## src/rtl/serial_frame_pkg.sv

```systemverilog
// Shared definitions for the serial framing path (transmitter, parity
// checker and any future receiver).
//   tx_state_e  : frame FSM state encoding
//   START_BIT / STOP_BIT / IDLE_LEVEL : line levels
//   frame_len() : number of line cycles per frame for a given data width
//   line_level(): serial line level driven in a given state
package serial_frame_pkg;

  typedef enum logic [2:0] {
    IDLE   = 3'd0,
    START  = 3'd1,
    DATA   = 3'd2,
    PARITY = 3'd3,
    STOP   = 3'd4
  } tx_state_e;

  localparam logic START_BIT  = 1'b0;
  localparam logic STOP_BIT   = 1'b1;
  localparam logic IDLE_LEVEL = 1'b1;

  // Start + parity + stop framing around the data bits.
  localparam int unsigned FRAME_OVERHEAD = 32'd3;

  function automatic int unsigned frame_len(input int unsigned width);
    return width + FRAME_OVERHEAD;
  endfunction

  // Line level for a state; unknown encodings fall back to the idle level
  // so a corrupted state never drives a spurious start bit.
  function automatic logic line_level(input tx_state_e st,
                                      input logic      data_bit,
                                      input logic      parity_bit);
    logic lvl;
    case (st)
      IDLE:    lvl = IDLE_LEVEL;
      START:   lvl = START_BIT;
      DATA:    lvl = data_bit;
      PARITY:  lvl = parity_bit;
      STOP:    lvl = STOP_BIT;
      default: lvl = IDLE_LEVEL;
    endcase
    return lvl;
  endfunction

endpackage

```

## src/rtl/serial_frame_tx.sv

```systemverilog
// serial_frame_tx: accepts a parallel word over valid/ready and emits it as
// a framed serial stream: start bit, data LSB first, parity bit, stop bit.
// Ports:
//   clock        rising-edge clock
//   reset        asynchronous active-low reset
//   data_in      word to transmit (sampled only on accept)
//   data_valid   data_in valid this cycle
//   data_ready   accept happens at an edge where data_valid is also high
//   serial_bit   serial line, idles high
//   bit_valid    high for every bit of a frame
//   frame_start  one-cycle pulse with the start bit
//   busy         a frame is on the line
// Every output is a flop loaded from the next-state values, so outputs
// change on the same edge as the state and never depend on inputs
// combinationally.
module serial_frame_tx
  import serial_frame_pkg::*;
#(
  parameter int WIDTH      = 8,
  parameter bit ODD_PARITY = 1'b0
) (
  input  logic             clock,
  input  logic             reset,
  input  logic [WIDTH-1:0] data_in,
  input  logic             data_valid,
  output logic             data_ready,
  output logic             serial_bit,
  output logic             bit_valid,
  output logic             frame_start,
  output logic             busy
);

  localparam int CNT_W = (WIDTH > 1) ? $clog2(WIDTH) : 1;
  localparam logic [CNT_W-1:0] CNT_LAST = CNT_W'(WIDTH - 1);
  localparam logic [CNT_W-1:0] CNT_ONE  = CNT_W'(1);

  tx_state_e        state_q,       state_d;
  logic [WIDTH-1:0] shift_q,       shift_d;
  logic [CNT_W-1:0] cnt_q,         cnt_d;
  logic             parity_q,      parity_d;
  logic             serial_bit_q,  serial_bit_d;
  logic             bit_valid_q,   bit_valid_d;
  logic             frame_start_q, frame_start_d;
  logic             busy_q,        busy_d;
  logic             data_ready_q,  data_ready_d;
  logic             accept;

  // Handshake: ready is a registered decode of IDLE/STOP, so accept never
  // races the state it is about to change.
  assign accept = data_valid & data_ready_q;

  // Next-state, datapath and registered-output decode.
  always_comb begin
    state_d  = state_q;
    shift_d  = shift_q;
    cnt_d    = cnt_q;
    parity_d = parity_q;

    case (state_q)
      IDLE, STOP: begin
        if (accept) begin
          state_d  = START;
          shift_d  = data_in;
          cnt_d    = '0;
          parity_d = (^data_in) ^ ODD_PARITY;
        end else if (state_q == STOP) begin
          state_d = IDLE;
        end else begin
          state_d = IDLE;
        end
      end
      START: begin
        state_d = DATA;
        cnt_d   = '0;
      end
      DATA: begin
        // Bit 0 is on the line this cycle; expose the next one.
        shift_d = {1'b0, shift_q[WIDTH-1:1]};
        if (cnt_q == CNT_LAST) begin
          state_d = PARITY;
          cnt_d   = '0;
        end else begin
          cnt_d = cnt_q + CNT_ONE;
        end
      end
      PARITY: begin
        state_d = STOP;
      end
      default: begin
        state_d = IDLE;
        shift_d = '0;
        cnt_d   = '0;
      end
    endcase

    serial_bit_d  = line_level(state_d, shift_d[0], parity_d);
    bit_valid_d   = (state_d != IDLE);
    frame_start_d = (state_d == START);
    busy_d        = (state_d != IDLE);
    data_ready_d  = (state_d == IDLE) || (state_d == STOP);
  end

  // State, datapath and output flops; reset forces the idle line at once.
  always_ff @(posedge clock or negedge reset) begin
    if (!reset) begin
      state_q       <= IDLE;
      shift_q       <= '0;
      cnt_q         <= '0;
      parity_q      <= 1'b0;
      serial_bit_q  <= IDLE_LEVEL;
      bit_valid_q   <= 1'b0;
      frame_start_q <= 1'b0;
      busy_q        <= 1'b0;
      data_ready_q  <= 1'b1;
    end else begin
      state_q       <= state_d;
      shift_q       <= shift_d;
      cnt_q         <= cnt_d;
      parity_q      <= parity_d;
      serial_bit_q  <= serial_bit_d;
      bit_valid_q   <= bit_valid_d;
      frame_start_q <= frame_start_d;
      busy_q        <= busy_d;
      data_ready_q  <= data_ready_d;
    end
  end

  assign serial_bit  = serial_bit_q;
  assign bit_valid   = bit_valid_q;
  assign frame_start = frame_start_q;
  assign busy        = busy_q;
  assign data_ready  = data_ready_q;

endmodule
```

## config.mk

```make
export PLATFORM = sky130hd
export DESIGN_NAME = serial_frame_tx
export DESIGN_NICKNAME = d
export VERILOG_FILES = /design/src/rtl/serial_frame_pkg.sv /design/src/rtl/serial_frame_tx.sv
export SDC_FILE = /design/constraint.sdc
export NUM_CORES = 1
export LEC_CHECK = 0
export BUFFER_PORTS_ARGS = -buffer_cell sky130_fd_sc_hd__clkbuf_2
export CORE_MARGIN = 8
export CORE_UTILIZATION = 50
export CTS_BUF_LIST = sky130_fd_sc_hd__clkbuf_4
export CTS_CLUSTER_SIZE = 12
export DETAILED_ROUTE_END_ITERATION = 16
export GPL_ROUTABILITY_DRIVEN = 0
export PLACE_DENSITY = 0.8
export SKIP_CTS_REPAIR_TIMING = 1
export SKIP_LAST_GASP = 1
export SYNTH_ARGS = -nofsm -noshare
export SYNTH_HDL_FRONTEND = slang
export SYNTH_SLANG_ARGS = --single-unit
```

## constraint.sdc

```tcl
create_clock -name clock -period 1.5 [get_ports clock]
set_input_delay 0.3 -clock clock [delete_from_list [all_inputs] [get_ports clock]]
set_output_delay 0.3 -clock clock [all_outputs]
set_load 0.005 [all_outputs]
```

==> flow_metrics.tcl <==
set metrics [dict create \
    status "complete, no violations" \
    finalWirelength_um 1820 \
    synth_top_area_cell "dfrtp_1" \
    hold_class "input pin to flip-flop" \
    power_density_nw_per_um2 1960 \
    wl_per_cell_um 16.1 \
    synth_ff_type "dfrtp_1" \
    cts_tree "done" \
    fill_cells 123 \
    cp_common_cell "ha_4" \
    synth_common_cells "17 x dfrtp_1, 9 x inv_1, 7 x a222oi_1, 7 x xnor2_1, 5 x nor2_1" \
    grt_overflow_total 0 \
    holdWs_ps 267 \
    clock_latency_ps 290 \
    clockBufferDepth 2 \
    slowest_delay_ps 430 \
    fmax_mhz 696 \
    synth_edf_count 0 \
    setup_tns_ps 0 \
    relSlewSlack_pct 69.6 \
    area_growth_pct 21.4 \
    synth.avg_cell_area_um2 11.9 \
    io_pins 16 \
    drtAntennaViolNets 0 \
    hold_viol_final 0 \
    critPathLaunchType "flip-flop" \
    fin_nets 110 \
    period_minus_slack_ps 1440 \
    ys_top_cells_by_area "dfrtp_1 49%, a222oi_1 8.0%, xnor2_1 7.0%" \
    cts.clk_slew.worst_paths_ps 100 \
    syn-num-nets 87 \
    dp.cells 106 \
    drive_above_1_share_pct 37.5 \
    cap_viol_max_count 0 \
    grt_use_total_pct 11.3 \
    timing.final.ws_setup_ps 63.6 \
    crit_required_ps 1720 \
    synth_area_um2 877 \
    worstPathCellList "ha_4 -> ha_4 -> or3_4 -> a221oi_2 -> a311oi_1" \
    die-width_um 57.9 \
    synthAdderAreaFrac_pct 2.85 \
    vias_per_cell 5.68 \
    power_mw 2.08 \
    async_reset_ff_share_pct 100 \
    synth_simple_gate_area_share_pct 11.4 \
    synth_top_family_by_area "compound AO/OA/AOI/OAI gates" \
    finalCritPeriodShare_pct 95.8 \
    critical_path.endpoint_type "flip-flop" \
    dpl.hpwl_um 1320 \
    synth_warnings 0 \
    netlist.area_leader.share_pct 48.5 \
    slowest_stage "dfrtp_1" \
    grt_first_pass_wirelength_um 2930 \
    drt-pass1-iter-count 4 \
    setup_viol 0 \
    synth_cells 74 \
    cts_htree_levels 1 \
    coreArea_um2 1690 \
    diodes 0 \
    synth_seq_cells 19 \
    fin_cells 113 \
    cp_max_fo 2 \
    synth_compound_area_share_pct 17.7 \
    grt_max_degree 20 \
    dp_slack_ps 8.12 \
    dieArea_um2 3350 \
    num_vias 642 \
    cts-root-buf "clkbuf_4" \
    portBuffers 15 \
    peakVddDrop_mv 1.01 \
    crit_arrival_ps 1650 \
    cts_made_buffers 3 \
    yosys.area_share.xor_xnor_pct 6.99 \
    dr.first_iter.drc_count 41 \
    die_h_um 57.9 \
    fp-row-count 15 \
    grt_pass1_vias 636 \
    cts_sinks 19 \
    leakagePower_nw 0.550 \
    ys_types 22 \
    ys_seq_area_share_pct 54.5 \
    grt_antenna_before_repair 0 \
    drc 0 \
    yosysMostFrequentCell "dfrtp_1" \
    worst_pin_slew_ps 456 \
    path_class "flip-flop to flip-flop" \
    skew_ps 2.53 \
    start_util_pct 51.9 \
    slew_viol_final 0 \
    synth_mux_area_share_pct 0 \
]
layout by cell type (no fill, tap or decap), drive strengths merged:
| cell | Yosys | routed |
|---|---|---|
| nor3 | 1 | 1 |
| buf | 3 | 4 |
| a221oi | 1 | 1 |
| and2b | 2 | 2 |
| ha | 2 | 2 |
| or3 | 1 | 1 |
| nand2b | 3 | 3 |
| dfstp | 2 | 2 |
| a211o | 1 | 1 |
| dfrtp | 17 | 17 |
| inv | 9 | 9 |
| a22o | 3 | 3 |
| xnor2 | 7 | 7 |
| a21oi | 3 | 3 |
| a222oi | 7 | 7 |
| a311oi | 1 | 1 |
| dlygate4sd3 | 0 | 1 |
| clkbuf | 0 | 19 |
| nor2 | 5 | 5 |
| nand2 | 5 | 6 |
| a32o | 1 | 1 |
per-stage QoR:
stage,utilization [%],instance area [um^2]
2_1_floorplan,-,880
5_1_grt,63.0,1060
6_report,63.0,1060
3_3_place_gp,57.7,975
4_1_cts,59.5,1000
3_5_place_dp,57.7,975
report_power, final:
group,total (mW),switching [mW],internal (mW)
registers,0.908,0.169,0.739
logic,0.905,0.451,0.454
clock network,0.271,0.149,0.121
sequential cells by signal, indices dropped and copies added, names as in the netlist:
| name | flops |
|---|---|
| data_ready | 1 |
| parity_q | 1 |
| serial_bit | 1 |
| busy | 1 |
| state_q | 3 |
| shift_q | 8 |
| cnt_q | 3 |
| frame_start | 1 |
logic make-up after synthesis:
kind of cell / count (synthesis)
compound gates: 17
xor+xnor: 7
fa+ha+maj: 2
buf+inv: 12
flops: 19
simple gates: 17
worst paths after layout:
path                                        startpoint                endpoint  depth (start not counted)  slack, ps
worst min-delay path                        data_in[6]  shift_q[6]$_DFFE_PN0P_                          3        270
worst max-delay path              cnt_q[1]$_DFFE_PN0P_    serial_bit$_DFF_PN1_                          5         60
min in group asynchronous                        reset   frame_start$_DFF_PN0_                          2        480
worst min register to register  shift_q[4]$_DFFE_PN0P_  shift_q[3]$_DFFE_PN0P_                          2        510
worst max register to register    cnt_q[1]$_DFFE_PN0P_    serial_bit$_DFF_PN1_                          5         60
max in group asynchronous                        reset    data_ready$_DFF_PN1_                          2        680
routing by layer:
layer	up-vias	global-route usage, %	wire length (um)
met1	319	12.6	780
li1	310	-	-
met3	2	3.53	80
met5	-	0	0
met2	11	18.9	948
met4	0	5.24	10
worst max-delay path: cells and delay by family (launching register included):
family,cells,cell delay (ps)
and+or+nand+nor,1,320
adders and majority gates,2,330
DFF,1,430
AOI/OAI and AO/OA,2,290
cell type report:
type                       count  area, um^2  area share, %
tap                           17        21.3           2.00
inverter                       9        33.8           3.17
clock buffer                   4        30.0           2.82
multi-input combinational     44         387           36.3
timing repair buffer          20         115           10.8
sequential                    19         478           44.9
Note: power is estimated with default switching activity, not from simulation.
